===== config.mk =====
export PLATFORM = sky130hd
export DESIGN_NAME = ctrlport_req_arbiter
export DESIGN_NICKNAME = d
export VERILOG_FILES = /design/src/rtl/ctrlport_pkg.sv /design/src/rtl/ctrlport_req_slot.sv /design/src/rtl/ctrlport_req_arbiter.sv
export SDC_FILE = /design/constraint.sdc
export NUM_CORES = 2
export LEC_CHECK = 0
export BUFFER_PORTS_ARGS = -buffer_cell sky130_fd_sc_hd__buf_2
export CAP_MARGIN = 20
export CORE_AREA = 2 2 378 380
export CTS_CLUSTER_SIZE = 20
export DETAILED_ROUTE_END_ITERATION = 10
export DIE_AREA = 0 0 380 382
export MAX_ROUTING_LAYER = met4
export PLACE_DENSITY_LB_ADDON = 0.3
export SETUP_SLACK_MARGIN = 0.4
export SLEW_MARGIN = 20
export SYNTH_ARGS = -nofsm -noshare
export SYNTH_HDL_FRONTEND = slang
export SYNTH_SLANG_ARGS = --single-unit
export TNS_END_PERCENT = 30

===== constraint.sdc =====
create_clock -name ctrlport_clk -period 29.5 [get_ports ctrlport_clk]
set_input_delay 1.475 -clock ctrlport_clk [delete_from_list [all_inputs] [get_ports ctrlport_clk]]
set_output_delay 1.475 -clock ctrlport_clk [all_outputs]
set_load 0.01 [all_outputs]

===== src/rtl/ctrlport_pkg.sv =====
// Shared CTRL Port field widths and response status codes.
// Used by every block that speaks CTRL Port.
package ctrlport_pkg;

  localparam int CTRLPORT_ADDR_W     = 20;
  localparam int CTRLPORT_PORTID_W   = 10;
  localparam int CTRLPORT_REM_EPID_W = 16;
  localparam int CTRLPORT_DATA_W     = 32;
  localparam int CTRLPORT_BYTE_EN_W  = 4;
  localparam int CTRLPORT_TIME_W     = 64;
  localparam int CTRLPORT_STS_W      = 2;

  localparam logic [CTRLPORT_STS_W-1:0] CTRLPORT_STS_OKAY    = 2'b00;
  localparam logic [CTRLPORT_STS_W-1:0] CTRLPORT_STS_CMDERR  = 2'b01;
  localparam logic [CTRLPORT_STS_W-1:0] CTRLPORT_STS_TSERR   = 2'b10;
  localparam logic [CTRLPORT_STS_W-1:0] CTRLPORT_STS_WARNING = 2'b11;

endpackage


===== src/rtl/ctrlport_req_slot.sv =====
// One requester's capture slot: holds a request from capture until its response
// is returned; a request arriving while the slot is occupied is dropped and flagged.
module ctrlport_req_slot #(
  parameter int W = 8
) (
  input  logic         clk,
  input  logic         rst,
  input  logic         req,
  input  logic [W-1:0] req_data,
  input  logic         take,
  input  logic         clear,
  output logic         pending,
  output logic [W-1:0] data,
  output logic         overrun
);

  // Occupied covers both waiting-for-grant and in-flight.
  logic occupied;

  always_ff @(posedge clk or posedge rst) begin
    if (rst) begin
      occupied <= 1'b0;
      pending  <= 1'b0;
      overrun  <= 1'b0;
      // NOTE: the capture register is reset as well so no X can reach the shared bus.
      data     <= '0;
    end else begin
      overrun <= 1'b0;
      if (clear) begin
        occupied <= 1'b0;
        pending  <= 1'b0;
      end else if (take) begin
        pending <= 1'b0;
      end
      if (req) begin
        if (!occupied) begin
          occupied <= 1'b1;
          pending  <= 1'b1;
          data     <= req_data;
        end else begin
          overrun <= 1'b1;
        end
      end
    end
  end

endmodule


===== src/rtl/ctrlport_req_arbiter.sv =====
// Round-robin arbiter sharing one CTRL Port master between NUM_PORTS requesters,
// with one downstream transaction outstanding and an optional response timeout.
module ctrlport_req_arbiter
  import ctrlport_pkg::*;
#(
  parameter int NUM_PORTS = 4,
  parameter int TIMEOUT   = 1023
) (
  input  logic                                      ctrlport_clk,
  input  logic                                      ctrlport_rst,
  input  logic [NUM_PORTS-1:0]                      s_ctrlport_req_wr,
  input  logic [NUM_PORTS-1:0]                      s_ctrlport_req_rd,
  input  logic [NUM_PORTS*CTRLPORT_ADDR_W-1:0]      s_ctrlport_req_addr,
  input  logic [NUM_PORTS*CTRLPORT_PORTID_W-1:0]    s_ctrlport_req_portid,
  input  logic [NUM_PORTS*CTRLPORT_REM_EPID_W-1:0]  s_ctrlport_req_rem_epid,
  input  logic [NUM_PORTS*CTRLPORT_PORTID_W-1:0]    s_ctrlport_req_rem_portid,
  input  logic [NUM_PORTS*CTRLPORT_DATA_W-1:0]      s_ctrlport_req_data,
  input  logic [NUM_PORTS*CTRLPORT_BYTE_EN_W-1:0]   s_ctrlport_req_byte_en,
  input  logic [NUM_PORTS-1:0]                      s_ctrlport_req_has_time,
  input  logic [NUM_PORTS*CTRLPORT_TIME_W-1:0]      s_ctrlport_req_time,
  output logic [NUM_PORTS-1:0]                      s_ctrlport_resp_ack,
  output logic [NUM_PORTS*CTRLPORT_STS_W-1:0]       s_ctrlport_resp_status,
  output logic [NUM_PORTS*CTRLPORT_DATA_W-1:0]      s_ctrlport_resp_data,
  output logic                                      m_ctrlport_req_wr,
  output logic                                      m_ctrlport_req_rd,
  output logic [CTRLPORT_ADDR_W-1:0]                m_ctrlport_req_addr,
  output logic [CTRLPORT_PORTID_W-1:0]              m_ctrlport_req_portid,
  output logic [CTRLPORT_REM_EPID_W-1:0]            m_ctrlport_req_rem_epid,
  output logic [CTRLPORT_PORTID_W-1:0]              m_ctrlport_req_rem_portid,
  output logic [CTRLPORT_DATA_W-1:0]                m_ctrlport_req_data,
  output logic [CTRLPORT_BYTE_EN_W-1:0]             m_ctrlport_req_byte_en,
  output logic                                      m_ctrlport_req_has_time,
  output logic [CTRLPORT_TIME_W-1:0]                m_ctrlport_req_time,
  input  logic                                      m_ctrlport_resp_ack,
  input  logic [CTRLPORT_STS_W-1:0]                 m_ctrlport_resp_status,
  input  logic [CTRLPORT_DATA_W-1:0]                m_ctrlport_resp_data,
  output logic [NUM_PORTS-1:0]                      err_overrun
);

  localparam int GW    = $clog2(NUM_PORTS);
  localparam int CNT_W = (TIMEOUT > 0) ? $clog2(TIMEOUT + 1) : 1;
  localparam logic [CNT_W-1:0] TO_LAST = CNT_W'((TIMEOUT > 0) ? TIMEOUT - 1 : 0);
  localparam logic [GW:0]      NP      = (GW + 1)'(NUM_PORTS);

  typedef enum logic [1:0] {IDLE, ISSUE, WAIT} state_t;

  typedef struct packed {
    logic [CTRLPORT_ADDR_W-1:0]     addr;
    logic [CTRLPORT_PORTID_W-1:0]   portid;
    logic [CTRLPORT_REM_EPID_W-1:0] rem_epid;
    logic [CTRLPORT_PORTID_W-1:0]   rem_portid;
    logic [CTRLPORT_DATA_W-1:0]     data;
    logic [CTRLPORT_BYTE_EN_W-1:0]  byte_en;
    logic                           has_time;
    logic [CTRLPORT_TIME_W-1:0]     tstamp;
  } fields_t;

  typedef struct packed {
    logic    wr;
    logic    rd;
    fields_t f;
  } req_t;

  state_t               state;
  logic [GW-1:0]        last_grant;  // also the owner of the outstanding transaction
  logic [CNT_W-1:0]     cnt;
  fields_t              m_f;
  req_t                 slot_q [NUM_PORTS];
  logic [NUM_PORTS-1:0] pending, take, clear, grant_oh;
  logic [GW-1:0]        winner;
  logic                 found, timeout, resp_done;

  for (genvar p = 0; p < NUM_PORTS; p++) begin : g_slot
    req_t req_in;
    assign req_in = {s_ctrlport_req_wr[p], s_ctrlport_req_rd[p],
                     s_ctrlport_req_addr[p*CTRLPORT_ADDR_W +: CTRLPORT_ADDR_W],
                     s_ctrlport_req_portid[p*CTRLPORT_PORTID_W +: CTRLPORT_PORTID_W],
                     s_ctrlport_req_rem_epid[p*CTRLPORT_REM_EPID_W +: CTRLPORT_REM_EPID_W],
                     s_ctrlport_req_rem_portid[p*CTRLPORT_PORTID_W +: CTRLPORT_PORTID_W],
                     s_ctrlport_req_data[p*CTRLPORT_DATA_W +: CTRLPORT_DATA_W],
                     s_ctrlport_req_byte_en[p*CTRLPORT_BYTE_EN_W +: CTRLPORT_BYTE_EN_W],
                     s_ctrlport_req_has_time[p],
                     s_ctrlport_req_time[p*CTRLPORT_TIME_W +: CTRLPORT_TIME_W]};

    ctrlport_req_slot #(.W($bits(req_t))) u_slot (
      .clk      (ctrlport_clk),
      .rst      (ctrlport_rst),
      .req      (s_ctrlport_req_wr[p] | s_ctrlport_req_rd[p]),
      .req_data (req_in),
      .take     (take[p]),
      .clear    (clear[p]),
      .pending  (pending[p]),
      .data     (slot_q[p]),
      .overrun  (err_overrun[p])
    );
  end

  // Round-robin: first pending port after the last grant, wrapping.
  always_comb begin
    logic [GW:0] idx;
    idx    = '0;
    found  = 1'b0;
    winner = last_grant;
    for (int i = 1; i <= NUM_PORTS; i++) begin
      idx = {1'b0, last_grant} + (GW + 1)'(i);
      if (idx >= NP) idx = idx - NP;
      if (!found && pending[idx[GW-1:0]]) begin
        found  = 1'b1;
        winner = idx[GW-1:0];
      end
    end
  end

  always_comb begin
    take     = '0;
    grant_oh = '0;
    for (int p = 0; p < NUM_PORTS; p++) begin
      grant_oh[p] = (last_grant == GW'(p));
      take[p]     = (state == IDLE) && found && (winner == GW'(p));
    end
  end

  assign timeout   = (TIMEOUT != 0) && (cnt == TO_LAST);
  assign resp_done = (state == WAIT) && (m_ctrlport_resp_ack || timeout);
  assign clear     = resp_done ? grant_oh : '0;

  always_ff @(posedge ctrlport_clk or posedge ctrlport_rst) begin
    if (ctrlport_rst) begin
      state                  <= IDLE;
      last_grant             <= GW'(NUM_PORTS - 1);
      cnt                    <= '0;
      m_ctrlport_req_wr      <= 1'b0;
      m_ctrlport_req_rd      <= 1'b0;
      m_f                    <= '0;
      s_ctrlport_resp_ack    <= '0;
      s_ctrlport_resp_status <= '0;
      s_ctrlport_resp_data   <= '0;
    end else begin
      // NOTE: default-low assignments make every strobe a one-cycle pulse and
      // keep response status/data at zero outside the ack cycle.
      m_ctrlport_req_wr      <= 1'b0;
      m_ctrlport_req_rd      <= 1'b0;
      s_ctrlport_resp_ack    <= '0;
      s_ctrlport_resp_status <= '0;
      s_ctrlport_resp_data   <= '0;
      case (state)
        IDLE: if (found) begin
          last_grant        <= winner;
          m_ctrlport_req_wr <= slot_q[winner].wr;
          m_ctrlport_req_rd <= slot_q[winner].rd;
          m_f               <= slot_q[winner].f;
          state             <= ISSUE;
        end
        ISSUE: begin
          cnt   <= '0;
          state <= WAIT;
        end
        WAIT: begin
          if (resp_done) begin
            for (int p = 0; p < NUM_PORTS; p++) begin
              if (grant_oh[p]) begin
                s_ctrlport_resp_ack[p] <= 1'b1;
                s_ctrlport_resp_status[p*CTRLPORT_STS_W +: CTRLPORT_STS_W] <=
                  m_ctrlport_resp_ack ? m_ctrlport_resp_status : CTRLPORT_STS_CMDERR;
                s_ctrlport_resp_data[p*CTRLPORT_DATA_W +: CTRLPORT_DATA_W] <=
                  m_ctrlport_resp_ack ? m_ctrlport_resp_data : '0;
              end
            end
            state <= IDLE;
          end else if (~&cnt) begin
            cnt <= cnt + 1'b1;
          end
        end
        default: state <= IDLE;
      endcase
    end
  end

  assign m_ctrlport_req_addr       = m_f.addr;
  assign m_ctrlport_req_portid     = m_f.portid;
  assign m_ctrlport_req_rem_epid   = m_f.rem_epid;
  assign m_ctrlport_req_rem_portid = m_f.rem_portid;
  assign m_ctrlport_req_data       = m_f.data;
  assign m_ctrlport_req_byte_en    = m_f.byte_en;
  assign m_ctrlport_req_has_time   = m_f.has_time;
  assign m_ctrlport_req_time       = m_f.tstamp;

endmodule


==> results.toml <==
[run_status]
run_status = "complete, no violations"

[drt]
drt_wl_total_mm = 130.5
drc = 0
drt_pass1_iterations = 5
ant_nets = 0
avgRoutedWirePerCell_um = 22.97
drt_iter0_markers = 1051
vias_per_cell = 4.586
vias = 26060

[die]
initial_core_util = 0.2794
boundaryPins = 976
die_width_um = 380
floorplan.die_area_mm2 = 0.1452
row_count = 138
die_h_um = 382
core_mm2 = 0.1409

[power_and_ir_drop]
cellPowerDensity_mw_per_mm2 = 139.6
comb_power_share = 0.476
ir_drop_mv = 0.2148
p_sw_frac = 0.3828
switching_power_mw = 2.675
clkPwrFrac = 0.200
leakage_nw = 23.58
seq_power_share = 0.324
internal-power_mw = 4.313

[timing]
fin_crit_sh = 0.1944
slew_violations = 0
setup_viol = 0
grt_setup_unrepaired = "false"
worstMarginPinSlew_ns = 1.143
period_minus_slack_ns = 5.736
setup-tns-final_ns = 0
fin_skew_ns = 0.06273
max_freq_mhz = 174.4
finalHoldViolCount = 0
slew_headroom = 0.2378

[yosys]
synthArstFlopShare = 1.000
synth_edf_count = 0
muxShareOfSynthArea = 0.2663
yosys.area.top_type_share = 0.6095
synthesis.area_mm2 = 0.03937
ys_ff_latch = 961
ys_seq_area_frac = 0.6109
synthSimpleGateAreaFrac = 0.03776
synth_nets = 3380
synth_ff_type = "dfrtp_1"
synth_top_family_by_area = "multiplexers"
synth_top_cell_by_area = "dfrtp_1"
synth_area_leaders = "dfrtp_1, mux2_2, mux2i_1"
synth_compound_area_frac = 0.05727
ys_types = 44
yosysWarnings = 0
avgSynthCellArea_um2 = 14.58
synth_xor_xnor_area_share = 0.002415
synth_fa_ha_area_frac = 0.001907
synth_cells = 2701

[clocking]
cts-root-buf = "clkbuf_16"
cts_resized = 0
cts_setup_buffers = 0
cts-htree-levels = 3
max-clock-path-buffers = 3
clock_sinks = 961
clk_pin_slew_ns = 0.06
ctsHoldBuffers = 0
clock_latency_ns = 0.73
numCtsBuffers = 108
cts_tree = "done"

[global_route]
grt_pass1_vias = 27280
grt_max_degree = 164
antenna_found_initial = 76
globalRouteOverflowTotal = 0
grt_usage = 0.1813
grt_pass1_wl_mm = 189.5

[finish]
utilization = 0.3554
final-seq-area_mm2 = 0.02405
multi_input_area_mm2 = 0.01446
drive_gt1_frac = 0.5256
num-nets-final = 4329
final.fill_count = 13880
areaGrowthSynthToFinish_pct = 27.19

[critical_path]
r2r_slack_ns = 23.76
critPathRequiredTime_ns = 30.11
crit_type = "reg2reg"
cp-start-kind = "flip-flop"
crit_path_max_fanout = 56
crit_arrival_ns = 6.34
end_kind = "flip-flop"

[place]
dp_hpwl_mm = 91.44
finalWeightedCongestion = 0.9033
io_buffers = 975

[hold_path]
worstHoldPathType = "reg2reg"

[run]
cap_violations = 0
## synthesized netlist by cell type (4+ instances only)
cell type,n
nand2_1,52
mux2i_1,316
buf_4,8
a221oi_1,49
mux2_2,638
ha_1,6
o21a_1,4
nor3_1,6
clkbuf_1,114
buf_2,44
xor2_1,4
inv_1,11
xnor2_1,5
mux4_2,5
o21bai_1,4
and3_1,4
a221oi_2,108
buf_6,14
nor2_1,306
dfrtp_1,959
## sequential cells by signal, indices dropped and copies added, names as in the netlist
signal and flops:
m_ctrlport_req_rem_portid 10, m_ctrlport_req_byte_en 4, s_ctrlport_resp_status 8, m_ctrlport_req_rd 1
m_ctrlport_req_portid 10, m_ctrlport_req_addr 20, s_ctrlport_resp_ack 4, m_ctrlport_req_wr 1
g_slot.u_slot.data 636, last_grant 2, m_ctrlport_req_has_time 1, m_ctrlport_req_time 64
cnt 10, g_slot.u_slot.pending 4, m_ctrlport_req_rem_epid 16, g_slot.u_slot.occupied 4
s_ctrlport_resp_data 128, state 2, g_slot.u_slot.overrun 4, m_ctrlport_req_data 32
## power by group through the flow
stage / Sequential (mW) / Clock [mW] / Combinational (mW)
after global placement: 2.28 / 0 / 3.31
final: 2.26 / 1.40 / 3.32
after floorplan: 2.23 / 0 / 2.54
after detailed placement: 2.29 / 0 / 3.38
after global routing: 2.33 / 1.49 / 3.58
after CTS: 2.27 / 1.44 / 3.38
## final timing paths
check	startpoint	end	cells after the start
max	last_grant[0]	m_ctrlport_req_time[18]	10
min	g_slot[0].u_slot.data[111]	g_slot[0].u_slot.data[111]	1
max reg2reg	last_grant[0]	m_ctrlport_req_time[18]	10
min reg2reg	g_slot[0].u_slot.data[111]	g_slot[0].u_slot.data[111]	1
max in group asynchronous	ctrlport_rst	m_ctrlport_req_rem_portid[3]	6
min in group asynchronous	ctrlport_rst	s_ctrlport_resp_data[3]	2
## cell type report
class / instances / share of cell area
Tap cell: 1890 / 0.04722
Antenna cell: 58 / 0.002898
Multi-Input combinational cell: 1544 / 0.2887
Sequential cell: 961 / 0.4803
Timing Repair Buffer: 1021 / 0.1048
Inverter: 14 / 0.001299
Clock inverter: 45 / 0.01239
Clock buffer: 150 / 0.06234
## routing by layer
| metal | global-route usage | routed length, um |
|---|---|---|
| met5 | - | 0 |
| met4 | 0.05556 | 3530 |
| met3 | 0.05447 | 9716 |
| met2 | 0.3047 | 65520 |
| met1 | 0.2076 | 51740 |
## through the flow
stage	hold slack (ns)	area [um^2]	cells	worst slack [ns]	total power, mW
6_report	0.5019	50080	5683	23.76	6.989
5_1_grt	0.5110	50070	5679	23.43	7.407
4_1_cts	0.5042	49930	5625	23.76	7.088
3_5_place_dp	0.4916	46190	5430	23.75	5.662
3_3_place_gp	0.4834	46190	5430	23.69	5.589
2_1_floorplan	0.4638	39370	2701	0.9981	4.769
## worst max-delay path: stages (launching register included)
cell and delay, ns:
dfstp_2 0.69, inv_2 0.16, ha_1 0.39, mux4_2 0.28
a21oi_2 0.12, xnor2_4 0.71, buf_4 0.81, buf_4 0.85
buf_4 0.86, mux2i_1 0.23, a221oi_2 0.32
## placed cells by master, fill, tap and decap left out, drive strengths merged, types with 18 or more instances in the layout
cell	n
nand2	52
buf	1021
clkbuf	150
mux2i	316
dfrtp	959
clkinv	26
a221oi	157
inv	18
nor2	307
diode	58
mux2	640
## kinds of logic after synthesis
group / count (synthesis)
AOI/OAI and AO/OA: 185
xor gates and xnor gates: 10
buffers and inverters: 196
DFF: 961
adders and majority gates: 6
muxes: 961
and+or+nand+nor: 382
No activity file was read; power rests on OpenSTA's default activity.
